$ cat src/rtl/mips_multicycle_core.sv
// mips_multicycle_core: multi-cycle MIPS32 subset core sharing one ALU and one stallable
// unified instruction/data memory port (req/ready handshake).
module mips_multicycle_core #(
    parameter logic [31:0] RESET_PC    = 32'h0000_0000,
    parameter int          ADDR_WIDTH  = 32,
    parameter bit          HALT_ON_ILL = 1'b1
) (
    input  logic                  clk_i,
    input  logic                  reset_i,
    output logic                  mem_req_o,
    output logic                  mem_we_o,
    output logic [ADDR_WIDTH-1:0] mem_addr_o,
    output logic [31:0]           mem_wdata_o,
    input  logic [31:0]           mem_rdata_i,
    input  logic                  mem_ready_i,
    output logic                  instr_retired_o,
    output logic                  halted_o,
    output logic [31:0]           pc_out_o
);
    typedef enum logic [3:0] {
        S_FETCH, S_DECODE, S_EXEC_R, S_WB_R, S_EXEC_I, S_WB_I, S_MEMADR,
        S_MEM_RD, S_MEM_WR, S_WB_MEM, S_BRANCH, S_JUMP, S_HALT
    } state_e;

    state_e      state_q, state_d;
    logic        go_q;
    logic [31:0] pc_q, ir_q, a_q, b_q, alu_q, mdr_q;
    logic [31:0] rf_q [32];
    logic [5:0]  op, fn;
    logic [4:0]  rs, rt, rd, rf_wa;
    logic [31:0] simm, alu_a, alu_b, alu_y, addr, rf_wd;
    logic        is_r, is_mem, is_br, is_addi, is_j, illegal, misalign, xfer, rf_we;

    assign op   = ir_q[31:26];
    assign rs   = ir_q[25:21];
    assign rt   = ir_q[20:16];
    assign rd   = ir_q[15:11];
    assign fn   = ir_q[5:0];
    assign simm = {{16{ir_q[15]}}, ir_q[15:0]};

    assign is_r    = op == 6'h00 && (fn == 6'h20 || fn == 6'h22 || fn == 6'h24 || fn == 6'h25 || fn == 6'h2A);
    assign is_mem  = op == 6'h23 || op == 6'h2B;
    assign is_br   = op == 6'h04 || op == 6'h05;
    assign is_addi = op == 6'h08;
    assign is_j    = op == 6'h02 || op == 6'h03;
    assign illegal = !(is_r || is_mem || is_br || is_addi || is_j);

    // The one ALU: branch target in DECODE, R-type op in EXEC_R, base+offset otherwise.
    always_comb begin
        alu_a    = state_q == S_DECODE ? pc_q : a_q;
        alu_b    = state_q == S_DECODE ? {simm[29:0], 2'b00} : state_q == S_EXEC_R ? b_q : simm;
        alu_y    = state_q != S_EXEC_R ? alu_a + alu_b
                 : fn == 6'h22 ? alu_a - alu_b
                 : fn == 6'h24 ? alu_a & alu_b
                 : fn == 6'h25 ? alu_a | alu_b
                 : fn == 6'h2A ? {31'd0, $signed(alu_a) < $signed(alu_b)}
                 : alu_a + alu_b;
        misalign = alu_y[1:0] != 2'b00;
    end

    always_ff @(posedge clk_i or posedge reset_i) begin
        if (reset_i) state_q <= S_FETCH;
        else         state_q <= state_d;
    end

    always_comb begin
        state_d = state_q;
        case (state_q)
            S_FETCH:  state_d = xfer ? S_DECODE : S_FETCH;
            S_DECODE: state_d = illegal ? (HALT_ON_ILL ? S_HALT : S_FETCH)
                              : is_r ? S_EXEC_R : is_mem ? S_MEMADR
                              : is_addi ? S_EXEC_I : is_br ? S_BRANCH : S_JUMP;
            S_EXEC_R: state_d = S_WB_R;
            S_EXEC_I: state_d = S_WB_I;
            S_MEMADR: state_d = misalign ? (HALT_ON_ILL ? S_HALT : S_FETCH) : op[3] ? S_MEM_WR : S_MEM_RD;
            S_MEM_RD: state_d = xfer ? S_WB_MEM : S_MEM_RD;
            S_MEM_WR: state_d = xfer ? S_FETCH : S_MEM_WR;
            S_HALT:   state_d = S_HALT;
            default:  state_d = S_FETCH;
        endcase
    end

    // go_q keeps the port idle until the first edge after reset release.
    always_comb begin
        mem_req_o       = go_q && (state_q == S_FETCH || state_q == S_MEM_RD || state_q == S_MEM_WR);
        mem_we_o        = mem_req_o && state_q == S_MEM_WR;
        addr            = state_q == S_FETCH ? pc_q : alu_q;
        mem_addr_o      = mem_req_o ? addr[ADDR_WIDTH-1:0] : '0;
        mem_wdata_o     = mem_we_o ? b_q : '0;
        xfer            = mem_req_o && mem_ready_i;
        instr_retired_o = state_q == S_WB_R || state_q == S_WB_I || state_q == S_WB_MEM
                       || state_q == S_BRANCH || state_q == S_JUMP || (state_q == S_MEM_WR && xfer)
                       || (!HALT_ON_ILL && ((state_q == S_DECODE && illegal) || (state_q == S_MEMADR && misalign)));
        halted_o        = state_q == S_HALT;
        pc_out_o        = state_q == S_FETCH ? pc_q : pc_q - 32'd4;
        rf_we           = state_q == S_WB_R || state_q == S_WB_I || state_q == S_WB_MEM
                       || (state_q == S_JUMP && op == 6'h03);
        rf_wa           = state_q == S_WB_R ? rd : state_q == S_JUMP ? 5'd31 : rt;
        rf_wd           = state_q == S_WB_MEM ? mdr_q : state_q == S_JUMP ? pc_q : alu_q;
    end

    always_ff @(posedge clk_i or posedge reset_i) begin
        if (reset_i) begin
            go_q  <= 1'b0;
            pc_q  <= RESET_PC;
            ir_q  <= '0;
            a_q   <= '0;
            b_q   <= '0;
            alu_q <= '0;
            mdr_q <= '0;
            for (int i = 0; i < 32; i++) rf_q[i] <= '0;
        end else begin
            go_q <= 1'b1;
            if (state_q == S_FETCH && xfer) begin
                ir_q <= mem_rdata_i;
                pc_q <= pc_q + 32'd4;
            end
            if (state_q == S_DECODE) begin
                a_q <= rf_q[rs];
                b_q <= rf_q[rt];
            end
            if (state_q inside {S_DECODE, S_EXEC_R, S_EXEC_I, S_MEMADR}) alu_q <= alu_y;
            if (state_q == S_MEM_RD && xfer) mdr_q <= mem_rdata_i;
            if (state_q == S_BRANCH && ((a_q == b_q) ^ op[0])) pc_q <= alu_q;
            if (state_q == S_JUMP) pc_q <= {pc_q[31:28], ir_q[25:0], 2'b00};
            if (rf_we && rf_wa != 5'd0) rf_q[rf_wa] <= rf_wd;
        end
    end
endmodule

$ cat config.mk
export PLATFORM = sky130hd
export DESIGN_NAME = mips_multicycle_core
export DESIGN_NICKNAME = d
export VERILOG_FILES = /design/src/rtl/mips_multicycle_core.sv
export SDC_FILE = /design/constraint.sdc
export NUM_CORES = 2
export LEC_CHECK = 0
export ABC_CLOCK_PERIOD_IN_PS = 63200
export CAP_MARGIN = 15
export CORE_AREA = 2 2 496 498
export CTS_CLUSTER_SIZE = 20
export DETAILED_ROUTE_END_ITERATION = 7
export DIE_AREA = 0 0 498 500
export PLACE_DENSITY_LB_ADDON = 0.12
export SYNTH_ARGS = -nofsm -noshare
export SYNTH_HDL_FRONTEND = slang
export SYNTH_SLANG_ARGS = --single-unit
export TNS_END_PERCENT = 30
$ cat constraint.sdc
create_clock -name clk_i -period 63.2 [get_ports clk_i]
set_clock_uncertainty 0.1 [all_clocks]
set_input_delay 12.64 -clock clk_i [delete_from_list [all_inputs] [get_ports clk_i]]
set_output_delay 12.64 -clock clk_i [all_outputs]
set_load 0.02 [all_outputs]
* After elaboration in Yosys (flattened, before gate mapping) *
Index checks and enable logic that the tools add are counted.
W data, S select, Z words.

word-level totals
  register bits after elaboration = 1,221
  bits of input ports = 35
  output and inout port bits = 100
  word-level logic and storage cells = 160

cells by class
  add/sub/neg operators = 4
  order comparisons = 5
  equality and inequality tests = 26
  multiplexer cells = 39
  bitwise gates (word level) = 7
  reductions and logical operators = 38

operator list
  cell                     count
  $bwmux W1024             1
  $mux W32                 21
  $bmux W32 S5             2
  $demux W32 S5            1
  $eq A6 B6 Y1 const B     7
  $add A32 B3 Y32 const B  1
  $add A32 B32 Y32         1
  $and A32 B32 Y32         1
  $eq A32 B32 Y1           1
  $lt A32 B32 Y1           1
  $mux W4                  8
  $or A32 B32 Y32          1
  $pmux W4 S8              1
  $sub A32 B3 Y32 const B  1
  $sub A32 B32 Y32         1
  $mux W28                 1
  $eq A4 B4 Y1 const B     5
  $logic_or A1 B1 Y1       19
  $ge A6 B6 Y1 const B     3
  $not A5 Y6               3
  $eq A4 B3 Y1 const B     4
  $eq A6 B2 Y1 const B     2
  $eq A6 B3 Y1 const B     2
  $logic_and A1 B1 Y1      11
  other kinds (16)         20

* Logic depth before layout (Yosys ltp) *
  depth in word-level cells = 12
  gate-level depth with buffers = 19
  gate-level depth less buffers = 17

* Worst setup path after synthesis *
No wires, ideal clock.

  kind = in2out
  start point = input mem_ready_i
  end point = output instr_retired_o
  arrival time = 13,094 ps
  slack = 37,366 ps
  cell stages on the path = 3
  path buffers = 0
  cells stage by stage = a21oi_1 > nor2_1 > o221a_2

between the ends
  cells in the longest elaborated chain, start to end = 3

RTL lines
  what                 RTL line  source
  start: declaration   15        input logic mem_ready_i,
  $logic_and A1 B1 Y1  90        xfer = mem_req_o && mem_ready_i;
  $logic_and A1 B1 Y1  92        || state_q == S_BRANCH || state_q == S_JUMP || (state_q == S_MEM_WR && xfer)
  $logic_or A1 B1 Y1   92
  end: declaration     16        output logic instr_retired_o,

Every way passes these cells.

* Final worst setup path *
Same ends and word-level chain as after synthesis.

==> reports/metrics.yaml <==
status: "finished clean"
drc: 0
gp_congestion: 0.897
cts_buffers: 148
synth-async-reset-ratio: 1.00
endpoint_kind: "output port"
drt-met1-wl_mm: 124
max_slew_margin: 0.196
grt_pass1_wl_mm: 387
vias_per_cell: 5.49
synthTopCellsByCount: "1221 x dfrtp_1, 973 x mux2_2, 640 x mux4_2"
ios: 135
drive_gt1_frac: 0.392
cts_tree: "yes"
syn_area_sq_um: 70400
setup_slack_ns: 36.22
critical_path.startpoint_type: "input port"
critical_path_peak_fanout: 4
post_cts_resize_count: 0
maxCapViolCount: 0
ctsHtreeMaxLevel: 4
wl_per_cell_um: 31.8
syn_nets: 5468
grt_max_degree: 163
hp-class: "reg -> reg"
port_buffers: 134
cp_top_family: "buffers and inverters"
firstDrtPassIters: 7
antenna_found_initial: 15
clk_pin_slew_ns: 0.05
rsz0062_at_grt: "no"
numClockSinks: 1221
pre_cts_slack_ns: 36.22
cts-root-buf: "clkbuf_16"
netlist_instances: 5333
highest_layer: "met5"
critPathArrivalTime_ns: 14.25
hold_buffers: 0
dpl-instance-area_sq_um: 75100
core_area_sq_um: 244000
dpl.cell_count: 8298
tightest_slew_ns: 1.20
met2_length_mm: 129
grt.overflow.total: 0
rows: 182
ys_warn_count: 0
hold_violations: 0
period_needed_ns: 26.99
routed_wl_mm: 273
total_power_mw: 3.79
die_x_um: 498
cts_setup_buffers: 0
die-height_um: 500
vias: 47100
path_buf_inv: 2
synth_cell_types: 82
grt_pass1_vias: 48100
leakagePower_nw: 34.8
vdd_drop_max_mv: 0.0271
area_delta_synth_final_pct: 13.7
insertion_delay_ns: 0.84
ys.flop_type: "dfrtp_1"
crit_top_cell: "clkdlybuf4s50_1"
synth-edff-count: 0
fin_crit_sh: 0.427
slowest_stage: "clkdlybuf4s50_1"
stdcell_area_sq_um: 80000
ys_top_cells_by_area: "dfrtp_1 43%, mux4_2 20%, mux2_2 16%"
path_class: "in -> out"
die_area_sq_um: 249000
initialDrtViolationCount: 3851
power.density_nw_per_um2: 47.3
dpl.hpwl_mm: 167
setup_viol: 0
hold_ws_ns: 0.291
synth_top_area_share: 0.434
setup_tns_ns: 0
yosysMostFrequentCell: "dfrtp_1"
antenna_left: 0
utilization: 0.328
avgSynthCellArea_sq_um: 13.2
synth-seq-area-share: 0.434
wl_met3_mm: 12.3
initial_core_util: 0.288
instances_no_fill: 8565
path_cells: "clkdlybuf4s50_1 -> a21oi_1 -> nor2_1 -> o221a_2 -> clkdlybuf4s50_1"
fmax_mhz: 37.1
yosys_register_bits: 1221
cp_slowest_stage_delay_ns: 0.62
drv_slew: 0
synth_top_cell_by_area: "dfrtp_1"
grt_util_all_layers: 0.217
fin_nets: 5363
clockBufferDepth: 3
cp.required_ns: 50.46
==> routing by layer <==
metal,track usage,vias to the layer above
li1,-,19700
met1,0.304,25800
met2,0.354,1286
met3,0.0288,317
met4,0.0563,2
met5,0,-
==> area by class of cell <==
type                            instances  area (sq um)
Timing Repair Buffer                  283          2530
Clock inverter                         38           558
Inverter                              122           465
Multi-Input combinational cell       3452         37500
Antenna cell                            7          17.5
Tap cell                             3220          4030
Sequential cell                      1221         30600
Fill cell                           24000        164000
Clock buffer                          222          4330
==> worst paths after layout <==
kind / from / endpoint / slack [ns] / cells after the start
max in group asynchronous: reset_i / rf_q[561] / 45.92 / 7
setup reg to reg: state_q[1] / alu_q[31] / 56.66 / 17
setup / recovery: mem_ready_i / instr_retired_o / 36.22 / 5
min in group asynchronous: reset_i / rf_q[865] / 12.27 / 2
hold / removal: rf_q[993] / rf_q[993] / 0.29 / 0
hold reg to reg: rf_q[993] / rf_q[993] / 0.29 / 0
==> kinds of logic (layout without fill, tap and decap cells) <==
logic type,Yosys count,count (layout),synth area share
multiplexers,1800,1800,0.388
flip-flops,1221,1221,0.434
adder cells (fa/ha/maj),100,100,0.0180
AND/OR/NAND/NOR,884,884,0.0572
XOR/XNOR,131,131,0.0163
buffers and inverters,660,665,0.0391
AO/OA/AOI/OAI,536,536,0.0473
other,1,8,0.0000533
==> cells in the final DEF, fill, tap and decap left out, drive strengths merged, types with 7 or more instances in the layout <==
cell type / synthesis / final
a222oi: 9 / 9
nor2: 159 / 159
a31oi: 18 / 18
clkinv: 0 / 23
or3: 16 / 16
diode: 0 / 7
nand3: 34 / 34
o21ai: 209 / 209
nand4: 11 / 11
clkdlybuf4s50: 0 / 134
o211ai: 7 / 7
and2: 72 / 72
nand2b: 13 / 13
xor2: 69 / 69
a221o: 17 / 17
buf: 192 / 149
nor3b: 9 / 9
a211oi: 11 / 11
mux2i: 136 / 136
nor4: 27 / 27
o22ai: 20 / 20
nand2: 467 / 467
o31ai: 13 / 13
a21oi: 141 / 141
inv: 122 / 128
xnor2: 62 / 62
o21a: 11 / 11
mux4: 640 / 640
a22oi: 7 / 7
dfrtp: 1221 / 1221
mux2: 1024 / 1024
nor3: 33 / 33
nor2b: 9 / 9
bufinv: 0 / 8
a21o: 10 / 10
and3: 11 / 11
clkbuf: 346 / 222
ha: 98 / 98
==> report_power, final <==
group	leakage, nW	switching [mW]	internal, mW
Combinational	15.6	0.983	0.710
Sequential	16.7	0.253	0.966
Clock	2.40	0.365	0.508
Total	34.8	1.60	2.18
==> flip-flops by register name (all words and copies together) (netlist names) <==
| name | count |
|---|---|
| a_q | 32 |
| alu_q | 32 |
| b_q | 32 |
| go_q | 1 |
| ir_q | 32 |
| mdr_q | 32 |
| pc_q | 32 |
| rf_q | 1024 |
| state_q | 4 |
(Power assumes the default switching activity.)
